`src/rtl/stream_vector_assembler.sv`:
```
// stream_vector_assembler: gathers one element per beat into a slice vector and commits it to the SRF.
// Define STREAM_ASM_ZERO_FILL_EN to zero the unreceived tiles of a short vector.
module stream_vector_assembler #(
    parameter int NUM_STREAM_ID       = 5,
    parameter int MIN_VEC_LENGTH      = 16,
    parameter int NUM_TILES_PER_SLICE = 20
) (
    input  logic                                                 clk,
    input  logic                                                 rst_n,
    input  logic                                                 in_valid,
    output logic                                                 in_ready,
    input  logic [MIN_VEC_LENGTH-1:0]                            in_data,
    input  logic [NUM_STREAM_ID-1:0]                             in_stream_id,
    input  logic                                                 in_last,
    output logic                                                 srf_write_enable,
    output logic [NUM_STREAM_ID-1:0]                             stream_id,
    output logic [0:NUM_TILES_PER_SLICE-1][MIN_VEC_LENGTH-1:0]   write_data,
    output logic                                                 busy,
    output logic                                                 short_vec,
    output logic                                                 id_mismatch
);
    localparam int CW = $clog2(NUM_TILES_PER_SLICE + 1);
    localparam logic [CW-1:0] LAST = CW'(NUM_TILES_PER_SLICE - 1);
    localparam logic [CW-1:0] FULL = CW'(NUM_TILES_PER_SLICE);

    typedef enum logic [1:0] {IDLE, COLLECT, COMMIT} state_t;

    state_t state, state_n;
    logic [CW-1:0] cnt, cnt_n;
    logic [NUM_STREAM_ID-1:0] id_q, id_n;
    logic [0:NUM_TILES_PER_SLICE-1][MIN_VEC_LENGTH-1:0] tiles, tiles_n, fill;
    logic accept, mismatch;

    always_comb begin
        accept   = in_valid && in_ready;
        state_n  = state;
        cnt_n    = cnt;
        id_n     = id_q;
        tiles_n  = tiles;
        mismatch = accept && state == COLLECT && in_stream_id != id_q;
        // cnt is zero in IDLE, so the same write path serves the first beat
        if (state == COMMIT) begin
            state_n = IDLE;
            cnt_n   = '0;
        end else if (accept) begin
            tiles_n[cnt] = in_data;
            cnt_n        = cnt + 1'b1;
            id_n         = state == IDLE ? in_stream_id : id_q;
            state_n      = (in_last || cnt == LAST) ? COMMIT : COLLECT;
        end
        fill = tiles_n;
`ifdef STREAM_ASM_ZERO_FILL_EN
        for (int i = 0; i < NUM_TILES_PER_SLICE; i++)
            if (i >= int'(cnt_n)) fill[i] = '0;
`endif
    end

    always_ff @(posedge clk or negedge rst_n) begin
        if (!rst_n) begin
            state            <= IDLE;
            cnt              <= '0;
            id_q             <= '0;
            tiles            <= '0;
            in_ready         <= 1'b0;
            busy             <= 1'b0;
            srf_write_enable <= 1'b0;
            short_vec        <= 1'b0;
            id_mismatch      <= 1'b0;
            stream_id        <= '0;
            write_data       <= '0;
        end else begin
            state            <= state_n;
            cnt              <= cnt_n;
            id_q             <= id_n;
            tiles            <= tiles_n;
            in_ready         <= state_n != COMMIT;
            busy             <= state_n != IDLE;
            srf_write_enable <= state_n == COMMIT;
            short_vec        <= state_n == COMMIT && cnt_n != FULL;
            id_mismatch      <= mismatch;
            if (state_n == COMMIT) begin
                stream_id  <= id_n;
                write_data <= fill;
            end
        end
    end
endmodule
```
`config.mk`:
```
export PLATFORM = sky130hd
export DESIGN_NAME = stream_vector_assembler
export DESIGN_NICKNAME = d
export VERILOG_FILES = /design/src/rtl/stream_vector_assembler.sv
export SDC_FILE = /design/constraint.sdc
export NUM_CORES = 1
export LEC_CHECK = 0
export CORE_MARGIN = 8
export CORE_UTILIZATION = 35
export DETAILED_ROUTE_END_ITERATION = 10
export GPL_TIMING_DRIVEN = 0
export MAX_ROUTING_LAYER = met4
export PLACE_DENSITY = 0.54
export SLEW_MARGIN = 20
export SYNTH_ARGS = -nofsm -noshare
export SYNTH_HDL_FRONTEND = slang
export SYNTH_SLANG_ARGS = --single-unit
```
`constraint.sdc`:
```
create_clock -name clk -period 2.39 [get_ports clk]
set_input_delay 0.239 -clock clk [delete_from_list [all_inputs] [get_ports clk]]
set_output_delay 0.239 -clock clk [all_outputs]
set_load 0.02 [all_outputs]
```
==> flow_summary_export.csv <==
group,metric,value,unit
critical_path,cp-startpoint,"cnt[0]$_DFF_PN0_",
yosys,synthDominantCellAreaShare,0.654,
grt,grt_first_pass_wirelength,104000,um
critical_path,crit_chain,"inv_2, ha_2, nand3b_1, or4_4, buf_6, buf_6, mux2_2, mux2_2",
routing,drtAntennaViolNets,0,
yosys,synth_area_leaders,"dfrtp_1, mux2_2, mux2_4",
yosys,synth_area,25300,sq um
critical_path,rr_endpoint,"write_data[222]$_DFFE_PN0P_",
yosys,yosys.area_share.simple,0.0191,
grt,grt_max_degree,101,
placed_design,io_buffers,338,
yosys,muxShareOfSynthArea,0.296,
timing,fin_tns_setup,-307,ps
yosys,yosysSeqAreaShare,0.654,
routing,drtIter0Drc,577,
timing,rsz0062_at_grt,"true",
critical_path,start_kind,"register",
clocking,cts_made_buffers,73,
clocking,cts-root-buf,"clkbuf_16",
routing,routed_wl,71000,um
yosys,ys_ff_latch,662,
run,maxCapViolations,0,
critical_path,cp_max_fo,10,
clocking,clkTransAtPathRegs,60,ps
layout,stdcell_area,34300,sq um
layout,final_net_count,1997,
floorplanning,core_area,71600,sq um
yosys,syn_avg_cell_area,17.0,sq um
floorplanning,ios,355,
critical_path,crit_required,2870,ps
yosys,synthesis.nets,1524,
yosys,yosys.area.top_type,"dfrtp_1",
floorplanning,die_area,81200,sq um
clocking,cts.path.max_buffers,3,
routing,via_per_inst,4.75,
timing,fin_worst_skew,17.2,ps
critical_path,cp_data_arrival_time,2900,ps
critical_path,cp-end-kind,"register",
timing,setup_violations,27,
timing,fmax,413,MHz
timing,worstMarginPinSlew,1040,ps
critical_path,crit_path_top_delay_cell,"or4_4",
layout,regArea,16600,sq um
clocking,cts_max_level,3,
grt,track_usage,0.173,
yosys,synth_xor_area_frac,0.00311,
yosys,yosys_warnings,0,
layout,area_growth,35.3,%
yosys,synth_top_family_by_area,"multiplexers",
routing,num_vias,14100,
power,vdd_drop_max,0.657,mV
yosys,netlist_instances,1494,
yosys,synth_fa_ha_area_frac,0.00247,
floorplanning,rows,98,
yosys,synth.distinct_cells,40,
timing,period_needed,2420,ps
clocking,clkLatencyLatePin,610,ps
critical_path,cp_top_family,"simple AND/OR/NAND/NOR gates",
yosys,synth_compound_area_frac,0.00193,
clocking,cts_tree,"built",
critical_path,r2r-start,"cnt[0]$_DFF_PN0_",
routing,drcViolationCount,0,
critical_path,reg2regPathDepth,8,
critical_path,path_depth,8,
floorplanning,die_x,285,um
power,power.density,1160,nW/um^2
grt,grt_pass1_vias,15600,
timing,layout_setup_ws,-32.9,ps
floorplanning,start_util,0.354,
floorplanning,die_h,285,um
critical_path,path_class,"reg2reg",
critical_path,critPathMaxStageDelay,470,ps
timing,slew_viol_final,0,
placed_design,placed_area,30100,sq um
layout,fillers,6211,
grt,overflow,0,
placed_design,place_hpwl,47800,um
timing,relSlewSlack,0.307,
placed_design,gp_congestion,0.771,
timing,hold_viol,0,
run_status,status,"finished, violations left",
grt,antenna_found_initial,3,
clocking,cts.sinks,662,
critical_path,regToRegSetupSlack,-30,ps
critical_path,endpoint,"write_data[222]$_DFFE_PN0P_",
critical_path,path_buf_inv,3,
hold_path,min_path_type,"in2async",
run_status,violations,"setup timing",
routing,wire_per_inst,23.9,um
power,p_leak,16.2,nW
layout,drive_above_1_share,0.456,
placed_design,dpl_worst_slack,-723,ps
routing,first_pass_iters,4,
timing,post-route-period-util,1.01,
layout,multiInputGateArea,8710,sq um
## layout make-up
cell class / count / area share
Multi-Input combinational cell: 727 / 0.254
Clock inverter: 18 / 0.00851
Antenna cell: 4 / 0.000292
Clock buffer: 110 / 0.0626
Inverter: 4 / 0.000511
Timing Repair Buffer: 399 / 0.128
Sequential cell: 662 / 0.483
Tap cell: 950 / 0.0347
Buffer: 100 / 0.0275
## worst min path at each step
stage | from | end | slack, ps | cells past startpoint
2_1_floorplan | rst_n | busy$_DFF_PN0_ | -60 | 0
3_3_place_gp | tiles[271]$_DFF_PN0_ | tiles[271]$_DFF_PN0_ | 470 | 1
3_5_place_dp | rst_n | write_data[177]$_DFFE_PN0P_ | 300 | 1
4_1_cts | rst_n | tiles[208]$_DFF_PN0_ | 250 | 2
5_1_grt | rst_n | write_data[177]$_DFFE_PN0P_ | 280 | 2
6_report | rst_n | write_data[177]$_DFFE_PN0P_ | 260 | 2
## metal layers
metal	up-vias	global-route usage	part of all wire
li1	6241	-	-
met1	7451	0.218	0.43
met2	331	0.271	0.47
met3	105	0.0542	0.070
met4	0	0.0437	0.025
met5	-	-	0
## cell usage after synthesis (all sizes together)
cell	number
nor4bb	1
and4bb	2
nor3	1
o31ai	1
nor2b	6
clkbuf	32
or4	4
nand2	3
ha	5
nand3	5
or3	2
nor4	4
nand4	11
dfrtp	662
o311a	1
o21a	1
mux2	650
a21oi	2
nor2	7
or2	1
nand2b	1
a41oi	1
inv	4
nand3b	4
buf	69
o21ai	1
and2	4
xnor2	5
xor2	4
## sequential cells by signal, summed over array words and instances (netlist names)
register,cells
id_q,5
srf_write_enable,1
cnt,5
state,2
stream_id,5
short_vec,1
busy,1
in_ready,1
write_data,320
id_mismatch,1
tiles,320
## cell usage in the layout, fill, tap and decap left out, types with 4 or more instances in the layout
| cell type | instances |
|---|---|
| xnor2_1 | 5 |
| mux2_4 | 159 |
| buf_16 | 11 |
| buf_2 | 11 |
| nor2b_1 | 4 |
| buf_8 | 10 |
| dfrtp_1 | 660 |
| buf_12 | 23 |
| xor2_1 | 4 |
| mux2_2 | 488 |
| clkbuf_16 | 89 |
| nor4_4 | 4 |
| diode_2 | 4 |
| nor2_1 | 5 |
| bufinv_16 | 6 |
| clkbuf_8 | 16 |
| nand4_4 | 6 |
| buf_4 | 40 |
| clkbuf_4 | 7 |
| clkinv_2 | 6 |
| clkdlybuf4s50_1 | 337 |
| and2_1 | 4 |
| nand4_1 | 5 |
| buf_6 | 12 |
| clkbuf_1 | 52 |
## where the power goes
part           total [W]  internal [W]  switching [W]
clock network     0.0114       0.00688        0.00456
logic             0.0124       0.00674        0.00567
registers         0.0159        0.0144        0.00151
## metrics by stage
step,total power (W),cells,hold WS [ps],utilization
2_1_floorplan,0.0218,1494,-56.6,-
3_3_place_gp,0.0270,2782,467,0.417
3_5_place_dp,0.0272,2789,296,0.420
4_1_cts,0.0392,2948,249,0.464
5_1_grt,0.0416,2974,280,0.479
6_report,0.0397,2974,257,0.479
## worst register-to-register path, cell delays in order, from the launching register on
cell and delay (ps):
dfrtp_2 450, inv_2 120, ha_2 210, nand3b_1 180, or4_4 470, buf_6 160, buf_6 150, mux2_2 290
mux2_2 270
## kinds of logic (layout without fill, tap and decap cells)
kind of cell | Yosys count | in the layout
AO/OA/AOI/OAI | 7 | 7
XOR/XNOR | 9 | 9
adder cells (fa/ha/maj) | 5 | 5
buffers and inverters | 105 | 631
flip-flops | 662 | 662
multiplexers | 650 | 650
other | 0 | 4
AND/OR/NAND/NOR | 56 | 56
## repair_timing
item                                    4_1_cts  5_1_grt
endpoints found under the setup margin      376      318
setup buffers                                27        8
cloned                                        3       15
gates resized for setup                      94      159
pin swaps                                     8        2
hold buffers                                  1        0
endpoints found under the hold margin        75        0
Note: power is estimated with default switching activity, not from simulation.
